<file path="src/rtl/ht09_encoder.sv">
// MPEG-1 Layer III big-value Huffman table 9 encoder (linbits = 0).
// Takes one signed (x,y) pair per handshake and streams codeword, x sign, y sign MSB-first,
// one bit per cycle. Define HT09_CLIP_EN to saturate out-of-range magnitudes instead of dropping.
module ht09_encoder #(
  parameter int unsigned MAX_BITS = 9,
  parameter int unsigned MAX_ABS  = 5
) (
  input  logic        clk,
  input  logic        rst,
  input  logic        axiiv,
  output logic        in_ready,
  input  logic [15:0] x_val,
  input  logic [15:0] y_val,
  output logic        axiov,
  output logic        axiod,
  output logic        axiol,
  input  logic        out_ready,
  output logic        err
);

  localparam int unsigned CNT_W = $clog2(MAX_BITS + 1);

  typedef enum logic [1:0] {IDLE, CODE, XSIGN, YSIGN} state_e;

  state_e              r_state, w_state_nxt;
  logic [MAX_BITS-1:0] r_code, w_code_nxt;
  logic [CNT_W-1:0]    r_cnt, w_cnt_nxt;
  logic                r_xs, w_xs_nxt, r_ys, w_ys_nxt;
  logic                r_xnz, w_xnz_nxt, r_ynz, w_ynz_nxt;
  logic                r_err, w_err_nxt;

  // {length[3:0], codeword right-aligned[8:0]} indexed by (|x|,|y|)
  function automatic logic [12:0] lut(input logic [2:0] x, input logic [2:0] y);
    case ({x, y})
      6'o00: lut = {4'd3, 9'd7};   6'o01: lut = {4'd3, 9'd5};   6'o02: lut = {4'd5, 9'd9};
      6'o03: lut = {4'd6, 9'd14};  6'o04: lut = {4'd8, 9'd15};  6'o05: lut = {4'd9, 9'd7};
      6'o10: lut = {4'd3, 9'd6};   6'o11: lut = {4'd3, 9'd4};   6'o12: lut = {4'd4, 9'd5};
      6'o13: lut = {4'd5, 9'd5};   6'o14: lut = {4'd6, 9'd6};   6'o15: lut = {4'd8, 9'd7};
      6'o20: lut = {4'd4, 9'd7};   6'o21: lut = {4'd4, 9'd6};   6'o22: lut = {4'd5, 9'd8};
      6'o23: lut = {4'd6, 9'd8};   6'o24: lut = {4'd7, 9'd8};   6'o25: lut = {4'd8, 9'd5};
      6'o30: lut = {4'd6, 9'd15};  6'o31: lut = {4'd5, 9'd6};   6'o32: lut = {4'd6, 9'd9};
      6'o33: lut = {4'd7, 9'd10};  6'o34: lut = {4'd7, 9'd5};   6'o35: lut = {4'd8, 9'd1};
      6'o40: lut = {4'd7, 9'd11};  6'o41: lut = {4'd6, 9'd7};   6'o42: lut = {4'd7, 9'd9};
      6'o43: lut = {4'd7, 9'd6};   6'o44: lut = {4'd8, 9'd4};   6'o45: lut = {4'd9, 9'd1};
      6'o50: lut = {4'd8, 9'd14};  6'o51: lut = {4'd7, 9'd4};   6'o52: lut = {4'd8, 9'd6};
      6'o53: lut = {4'd8, 9'd2};   6'o54: lut = {4'd9, 9'd6};   6'o55: lut = {4'd9, 9'd0};
      default: lut = '0;
    endcase
  endfunction

  // 17-bit magnitude so that -32768 yields +32768 and lands out of range
  logic [16:0]         w_xabs, w_yabs;
  logic                w_xoor, w_yoor, w_drop;
  logic [2:0]          w_xmag, w_ymag;
  logic [12:0]         w_lut;
  logic [3:0]          w_len;
  logic [MAX_BITS-1:0] w_cw_al;
  logic                w_out_xfer, w_in_xfer, w_load;

  assign w_xabs = x_val[15] ? (17'd0 - {1'b1, x_val}) : {1'b0, x_val};
  assign w_yabs = y_val[15] ? (17'd0 - {1'b1, y_val}) : {1'b0, y_val};
  assign w_xoor = w_xabs > 17'(MAX_ABS);
  assign w_yoor = w_yabs > 17'(MAX_ABS);

`ifdef HT09_CLIP_EN
  assign w_xmag = w_xoor ? 3'(MAX_ABS) : w_xabs[2:0];
  assign w_ymag = w_yoor ? 3'(MAX_ABS) : w_yabs[2:0];
  assign w_drop = 1'b0;
`else
  assign w_xmag = w_xabs[2:0];
  assign w_ymag = w_yabs[2:0];
  assign w_drop = w_xoor | w_yoor;
`endif

  assign w_lut   = lut(w_xmag, w_ymag);
  assign w_len   = w_lut[12:9];
  // Left-align so the next bit to send is always the register MSB
  assign w_cw_al = MAX_BITS'(w_lut[8:0]) << (4'(MAX_BITS) - w_len);

  // Output decode and handshakes from the current state
  always_comb begin
    axiov = 1'b0;
    axiod = 1'b0;
    axiol = 1'b0;
    case (r_state)
      CODE: begin
        axiov = 1'b1;
        axiod = r_code[MAX_BITS-1];
        axiol = (r_cnt == CNT_W'(1)) && !r_xnz && !r_ynz;
      end
      XSIGN: begin
        axiov = 1'b1;
        axiod = r_xs;
        axiol = !r_ynz;
      end
      YSIGN: begin
        axiov = 1'b1;
        axiod = r_ys;
        axiol = 1'b1;
      end
      default: ;
    endcase
    w_out_xfer = axiov && out_ready;
    in_ready   = (r_state == IDLE) || (w_out_xfer && axiol);
    w_in_xfer  = axiiv && in_ready;
    w_load     = w_in_xfer && !w_drop;
    err        = r_err;
  end

  // Next-state: advance on output transfer, skipping zero-valued signs; load overrides
  always_comb begin
    w_state_nxt = r_state;
    w_code_nxt  = r_code;
    w_cnt_nxt   = r_cnt;
    w_xs_nxt    = r_xs;
    w_ys_nxt    = r_ys;
    w_xnz_nxt   = r_xnz;
    w_ynz_nxt   = r_ynz;
    w_err_nxt   = w_in_xfer && (w_xoor || w_yoor);
    if (w_out_xfer) begin
      case (r_state)
        CODE: begin
          if (r_cnt == CNT_W'(1)) begin
            w_state_nxt = r_xnz ? XSIGN : (r_ynz ? YSIGN : IDLE);
          end
          w_code_nxt = r_code << 1;
          w_cnt_nxt  = r_cnt - CNT_W'(1);
        end
        XSIGN:   w_state_nxt = r_ynz ? YSIGN : IDLE;
        YSIGN:   w_state_nxt = IDLE;
        default: ;
      endcase
    end
    if (w_load) begin
      w_state_nxt = CODE;
      w_code_nxt  = w_cw_al;
      w_cnt_nxt   = CNT_W'(w_len);
      w_xs_nxt    = x_val[15];
      w_ys_nxt    = y_val[15];
      w_xnz_nxt   = (w_xmag != 3'd0);
      w_ynz_nxt   = (w_ymag != 3'd0);
    end
  end

  // State and datapath registers
  always_ff @(posedge clk or posedge rst) begin
    if (rst) begin
      r_state <= IDLE;
      r_code  <= '0;
      r_cnt   <= '0;
      r_xs    <= 1'b0;
      r_ys    <= 1'b0;
      r_xnz   <= 1'b0;
      r_ynz   <= 1'b0;
      r_err   <= 1'b0;
    end else begin
      r_state <= w_state_nxt;
      r_code  <= w_code_nxt;
      r_cnt   <= w_cnt_nxt;
      r_xs    <= w_xs_nxt;
      r_ys    <= w_ys_nxt;
      r_xnz   <= w_xnz_nxt;
      r_ynz   <= w_ynz_nxt;
      r_err   <= w_err_nxt;
    end
  end

endmodule
</file>
<file path="config.mk">
export PLATFORM = sky130hd
export DESIGN_NAME = ht09_encoder
export DESIGN_NICKNAME = d
export VERILOG_FILES = /design/src/rtl/ht09_encoder.sv
export SDC_FILE = /design/constraint.sdc
export NUM_CORES = 1
export LEC_CHECK = 0
export BUFFER_PORTS_ARGS = -buffer_cell sky130_fd_sc_hd__buf_4
export CAP_MARGIN = 5
export CORE_ASPECT_RATIO = 1.2
export CORE_UTILIZATION = 28
export DETAILED_ROUTE_END_ITERATION = 8
export GPL_TIMING_DRIVEN = 0
export SYNTH_ARGS = -nofsm -noshare
export SYNTH_HDL_FRONTEND = slang
export SYNTH_SLANG_ARGS = --single-unit
</file>
<file path="constraint.sdc">
create_clock -name clk -period 3.28 [get_ports clk]
set_input_delay 0 -clock clk [delete_from_list [all_inputs] [get_ports clk]]
set_output_delay 0 -clock clk [all_outputs]
set_load 0.02 [all_outputs]
</file>
==> reports/metrics.cfg, run 1 <==
[timing]
period_minus_slack_ps=3100
slew_viol_final=0
rsz0062_at_grt=false
hold_violations=0
whs_ps=175
fmax_ghz=0.323
worst_pin_slew_ps=763
fin_crit_sh_pct=94.4
finalWorstSetupSlack_ps=184
setup_viol=0
skew_ps=2.43
relSlewSlack_pct=49.1

[cells_and_area]
mostFrequentLayoutCells=buf_4, nor2_1, a21oi_1
nets=464
drive_gt1_share_pct=22.7
area_growth_syn_to_layout_pct=23.3
design_area_um2=3540
num_antenna_cells=0
final_common_cell=buf_4

[logic_synthesis]
yosys.area.top_type=dfrtp_1
synth_xor_area_share_pct=3.05
async_flop_share_pct=100
synth-simple-area-share_pct=31.4
synth_ff_type=dfrtp_1
synth_seq_cells=20
syn_area_per_cell_um2=7.74
synth_mux_area_share_pct=8.84
synth_fp_nets=419
synth_adder_area_share_pct=5.23
synth_area_um2=2870
synth_compound_area_share_pct=26.7
netlist_instances=371
ys_seq_area_share_pct=17.4
synth_top_family_by_area=simple AND/OR/NAND/NOR gates
ys_top_cells_by_area=dfrtp_1, ha_1, nor2_1
synth-edff-count=0
synth_cell_types=75
synthDominantCellAreaShare_pct=17.4
ys_warn_count=0

[floorplanning]
start_util_pct=28.7
die_w_um=94.5
ioPinCount=41
rows=40
core-area_um2=10000
die_h_um=113
die_area_um2=10700

[detailed_routing]
antenna_left=0
met1_length_mm=3.71
wl_met2_mm=3.97
routed-via-count=3065
drtIter0Drc=315
viasPerCell=5.67
wl_per_cell_um=15.4
highest_layer=met4
drtPass1Iterations=6
dr_wl_met3_um=422
wl_mm=8.32
route.detailed.drc=0

[clock_tree]
htree_levels=1
cts_made_buffers=3
clk_latency_ps=250
ctsLongestPathBuffers=2
cts_root_buffer=clkbuf_16
clock-sinks=20
tritoncts=yes
clk_pin_slew_ps=50

[job]
cap_violations=0

[setup_path]
path_class=input pin to flop
arrival_ps=3230
critPathLaunchType=input pin
r2r_cells=11
required_ps=3410
cp-end-kind=flop
path_max_fanout=10

[global_routing]
grt_pass1_wl_mm=14.1
grt_overflow=0
grt_pass1_vias=3012
grt_start_max_net_pins=21
grt.total_usage_pct=16.1
antenna_found_initial=0

[worst_hold_path]
hold_depth=3
hp-class=input pin to flop

[placement]
port_buffers=38
gp_congestion=0.928
place_ws_ps=-619
dp_hpwl_mm=6.46
placed_area_um2=3340

[power]
vdd_ir_drop_max_mv=0.129
p_per_area_nw_per_um2=280
leakagePower_uw=0.00146

[status]
status=complete, no violations

==> Yosys cell counts, types with 3 or more instances <==
cell type and instances:
and2_1 4, mux2i_1 13, dfrtp_1 20, o21bai_1 3
and3_1 3, xnor2_1 8, nor4bb_1 3, nand2_1 20
mux2_2 10, o21ai_0 12, buf_2 7, a21oi_1 23
a31oi_1 12, nand4_1 12, nor3b_1 5, a211oi_1 6
a32oi_1 6, o32ai_1 3, o31ai_1 3, nor3_1 15
o211ai_1 7, nor4_1 7, ha_1 12, nand3_1 5
nand2b_1 9, nand3b_1 3, buf_6 3, inv_1 20
clkbuf_1 8, nor2b_1 6, buf_4 3, nor2_1 39
o21ai_1 3
==> per-layer routing <==
layer | vias up | GRT usage [%]
li1 | 1497 | -
met1 | 1419 | 20.9
met2 | 129 | 27.0
met3 | 20 | 1.41
met4 | 0 | 6.77
met5 | - | 0
==> worst paths after layout <==
path	from	to	slack (ps)
min in group asynchronous	rst	r_xnz	440
max in group asynchronous	rst	r_code[1]	2360
worst min register to register	r_ys	r_ys	480
worst max register to register	r_cnt[1]	r_ys	640
worst min-delay path	axiiv	err	170
worst max-delay path	y_val[0]	r_code[8]	180
==> cell families after synthesis <==
family / Yosys count
AO/OA/AOI/OAI: 109
AND/OR/NAND/NOR: 151
adder cells (fa/ha/maj): 12
flip-flops: 20
XOR/XNOR: 10
buffers and inverters: 45
multiplexers: 24
==> flip-flops by register name, summed over array words and instances, names as in the netlist <==
signal   flops
r_code       9
r_cnt        4
r_state      2
err          1
r_xnz        1
r_xs         1
r_ynz        1
r_ys         1
==> critical path: stages <==
cell and delay, ps:
buf_4 170, inv_4 70, ha_1 300, mux2_4 300
inv_6 90, ha_1 150, clkbuf_8 160, nand2_1 90
o21ai_4 180, a211oi_1 60, or4_4 450, and2_4 180
buf_6 140, ha_4 180, xor2_4 190, and2_1 210
a32oi_1 190, a21oi_1 100
==> stage by stage <==
stage | cells | TNS [ps] | util, % | total power, uW
after global routing | 541 | 0 | 35.4 | 1060
after detailed placement | 535 | -6490 | 33.4 | 684
final | 541 | 0 | 35.4 | 990
after CTS | 542 | 0 | 35.1 | 976
after global placement | 535 | -6590 | 33.4 | 677
after floorplan | 371 | 0 | - | 551
==> power by group <==
part / internal, uW / switching, uW
registers: 248 / 0.219
clock network: 186 / 89.2
logic: 190 / 277
==> cell type report <==
| cell class | instances | area [um^2] |
|---|---|---|
| buffer | 20 | 130 |
| clock buffer | 4 | 88.8 |
| fill | 1078 | 6470 |
| inverter | 23 | 95.1 |
| multi-input combinational | 306 | 2250 |
| sequential | 20 | 500 |
| tap | 126 | 158 |
| timing repair buffer | 42 | 320 |
==> what timing repair did <==
item                       in CTS  in global routing
hold buffers                    2                  0
setup buffers                   1                  1
setup endpoints to repair      10                 17
resized for setup              12                  7
hold endpoints to repair       21                  0
pin swaps                       2                  4
Power figures use the tool's default switching activity.
==> inputs of run 2 (changes only) <==
--- a/config.mk
+++ b/config.mk
@@ -11,6 +11,7 @@
 export CORE_UTILIZATION = 28
 export DETAILED_ROUTE_END_ITERATION = 8
 export GPL_TIMING_DRIVEN = 0
+export SKIP_CTS_REPAIR_TIMING = 1
 export SYNTH_ARGS = -nofsm -noshare
 export SYNTH_HDL_FRONTEND = slang
 export SYNTH_SLANG_ARGS = --single-unit
==> constraint.sdc (replaced) <==
create_clock -name clk -period 3.28 [get_ports clk]
set_input_delay 0.164 -clock clk [delete_from_list [all_inputs] [get_ports clk]]
set_output_delay 0.164 -clock clk [all_outputs]
set_load 0.02 [all_outputs]
==> reports/metrics.cfg, run 2 (synthesized netlist as in run 1, its figures left out) <==
[status]
status=complete, no violations  ; unchanged

[setup_path]
cp.buffers_inverters=7  ; was 5
crit_family=simple AND/OR/NAND/NOR gates  ; unchanged
slowest_delay_ps=500  ; was 450 ps
required_ps=3450  ; was 3410 ps
crit_slowest_cell=or4_4  ; unchanged
path_max_fanout=10  ; unchanged
path_cells=buf_4 > buf_8 > inv_8 > ha_4 > mux2_4 > inv_6 > ha_2 > buf_8 > nand2_2 > o21ai_4 > a211oi_1 > or4_4 > and2_4 > buf_6 > ha_4 > inv_2 > nor4_2 > o31ai_1 > a21oi_1  ; was buf_4 > inv_4 > ha_1 > mux2_4 > inv_6 > ha_1 > clkbuf_8 > nand2_1 > o21ai_4 > a211oi_1 > or4_4 > and2_4 > buf_6 > ha_4 > xor2_4 > and2_1 > a32oi_1 > a21oi_1
cp-end-kind=flop  ; unchanged
critPathLaunchType=input pin  ; unchanged
path_class=input pin to flop  ; unchanged
arrival_ps=3390  ; was 3230 ps

[detailed_routing]
drtIter0Drc=183  ; was 315
antenna_left=0  ; unchanged
viasPerCell=5.75  ; was 5.67
drtPass1Iterations=4  ; was 6
routed-via-count=3132  ; was 3,065
route.detailed.drc=0  ; unchanged
wl_mm=8.54  ; was 8.32 mm
wl_per_cell_um=15.7  ; was 15.4 um

[cells_and_area]
regArea_um2=500  ; unchanged
layoutNonFillerInstCount=545  ; was 541
largest_reg_flops=9  ; unchanged
final_common_cell=buf_4  ; unchanged
fillers=1064  ; was 1,078
area_growth_syn_to_layout_pct=26.6  ; was 23.3%
final_util_pct=36.3  ; was 35.4%
nets=468  ; was 464
reg_top3=r_code x9, r_cnt x4, r_state x2  ; unchanged
num_antenna_cells=0  ; unchanged
drive_gt1_share_pct=26.0  ; was 22.7%
multiInputGateArea_um2=2310  ; was 2250 um^2
mostFrequentLayoutCells=buf_4, nor2_1, a21oi_1  ; unchanged
regMostFlops=r_code  ; unchanged

[floorplanning]
rows=40  ; unchanged
die_w_um=94.5  ; unchanged
core-area_um2=10000  ; unchanged
die_h_um=113  ; unchanged
start_util_pct=28.7  ; unchanged
die_area_um2=10700  ; unchanged
ioPinCount=41  ; unchanged

[clock_tree]
ctsLongestPathBuffers=2  ; unchanged
cts_root_buffer=clkbuf_16  ; unchanged
clock-sinks=20  ; unchanged
cts_made_buffers=3  ; unchanged
clk_latency_ps=250  ; about the same
clk_pin_slew_ps=60  ; was 50 ps
htree_levels=1  ; unchanged
tritoncts=yes  ; unchanged

[placement]
dp.cells=535  ; unchanged
gp_congestion=0.859  ; was 0.928
port_buffers=38  ; unchanged
dp_hpwl_mm=6.59  ; was 6.46 mm

[global_routing]
grt_overflow=0  ; unchanged
grt_pass1_wl_mm=13.9  ; was 14.1 mm
grt_start_max_net_pins=21  ; unchanged
grt.total_usage_pct=15.7  ; was 16.1%
grt_pass1_vias=2955  ; was 3,012
antenna_found_initial=0  ; unchanged

[power]
leakagePower_uw=0.00150  ; was 0.00146 uW
vdd_ir_drop_max_mv=0.164  ; was 0.129 mV
p_per_area_nw_per_um2=280  ; about the same

[timing]
skew_ps=1.32  ; was 2.43 ps
hold_violations=0  ; unchanged
slew_viol_final=0  ; unchanged
relSlewSlack_pct=47.8  ; was 49.1%
setup_viol=0  ; unchanged
worst_pin_slew_ps=782  ; was 763 ps
fmax_ghz=0.311  ; was 0.323 GHz
fin_crit_sh_pct=98.1  ; was 94.4%
period_minus_slack_ps=3220  ; was 3100 ps

[worst_hold_path]
hp-class=input pin to async pin  ; was input pin to flop

[job]
cap_violations=0  ; unchanged

-- run 2: changes by cell type in the layout (fill, tap and decap cells not counted), moves of 2 or more --
cell           change
buf_4              +5
buf_8              +2
dlygate4sd3_1      -2
ha_1               -3
ha_2               +2
inv_2              +2
-- run 2: through the flow --
step                      TNS, ps  setup WS, ps  total power, uW  hold slack, ps  cell area [um^2]
final                           0          63.1             1020            61.3              3640
after global routing        -95.5         -52.7             1080             170              3640
after CTS                   -2330          -300              965            98.8              3450
after detailed placement    -6810          -554              686             367              3360
after global placement      -7150          -579              681             350              3360
after floorplan                 0          5.56              555             128              2920
-- run 2: where the power goes --
part / internal (uW) / total [uW] / switching, uW
clock network: 186 / 276 / 89.9
registers: 247 / 248 / 0.216
logic: 207 / 495 / 288
-- run 2: path summary, 6_finish.rpt --
path | from | endpoint | slack, ps | cells past startpoint
min in group clk | out_ready | r_state[1] | 150 | 2
max in group asynchronous | rst | r_code[5] | 2730 | 2
worst max register to register | r_cnt[1] | r_ys | 610 | 11
worst min-delay path | rst | r_code[7] | 60 | 2
worst min register to register | r_ys | r_ys | 480 | 1
worst max-delay path | y_val[0] | r_code[6] | 60 | 19
-- run 2: cell type report --
type                       count  share of cell area, %
buffer                        21                   3.96
timing repair buffer          45                   9.29
sequential                    20                   13.8
tap                          126                   4.34
inverter                      23                   2.72
multi-input combinational    306                   63.5
clock buffer                   4                   2.44
-- run 2: metal layers --
metal  vias up  global-route usage (%)  part of all wire [%]
met1      1493                    20.1                    44
met2       112                    28.0                    50
met5         -                       0                     0
li1       1517                       -                     -
met4         0                    3.64                  0.73
met3        10                    1.75                   5.2
-- run 2: worst reg2reg max path, delay by kind of cell, from the launching register on --
family / cells / cell delay [ps]
mux: 1 / 320
fa+ha+maj: 1 / 140
buf+inv: 3 / 360
flops: 1 / 390
simple gates: 4 / 1030
compound gates: 2 / 320
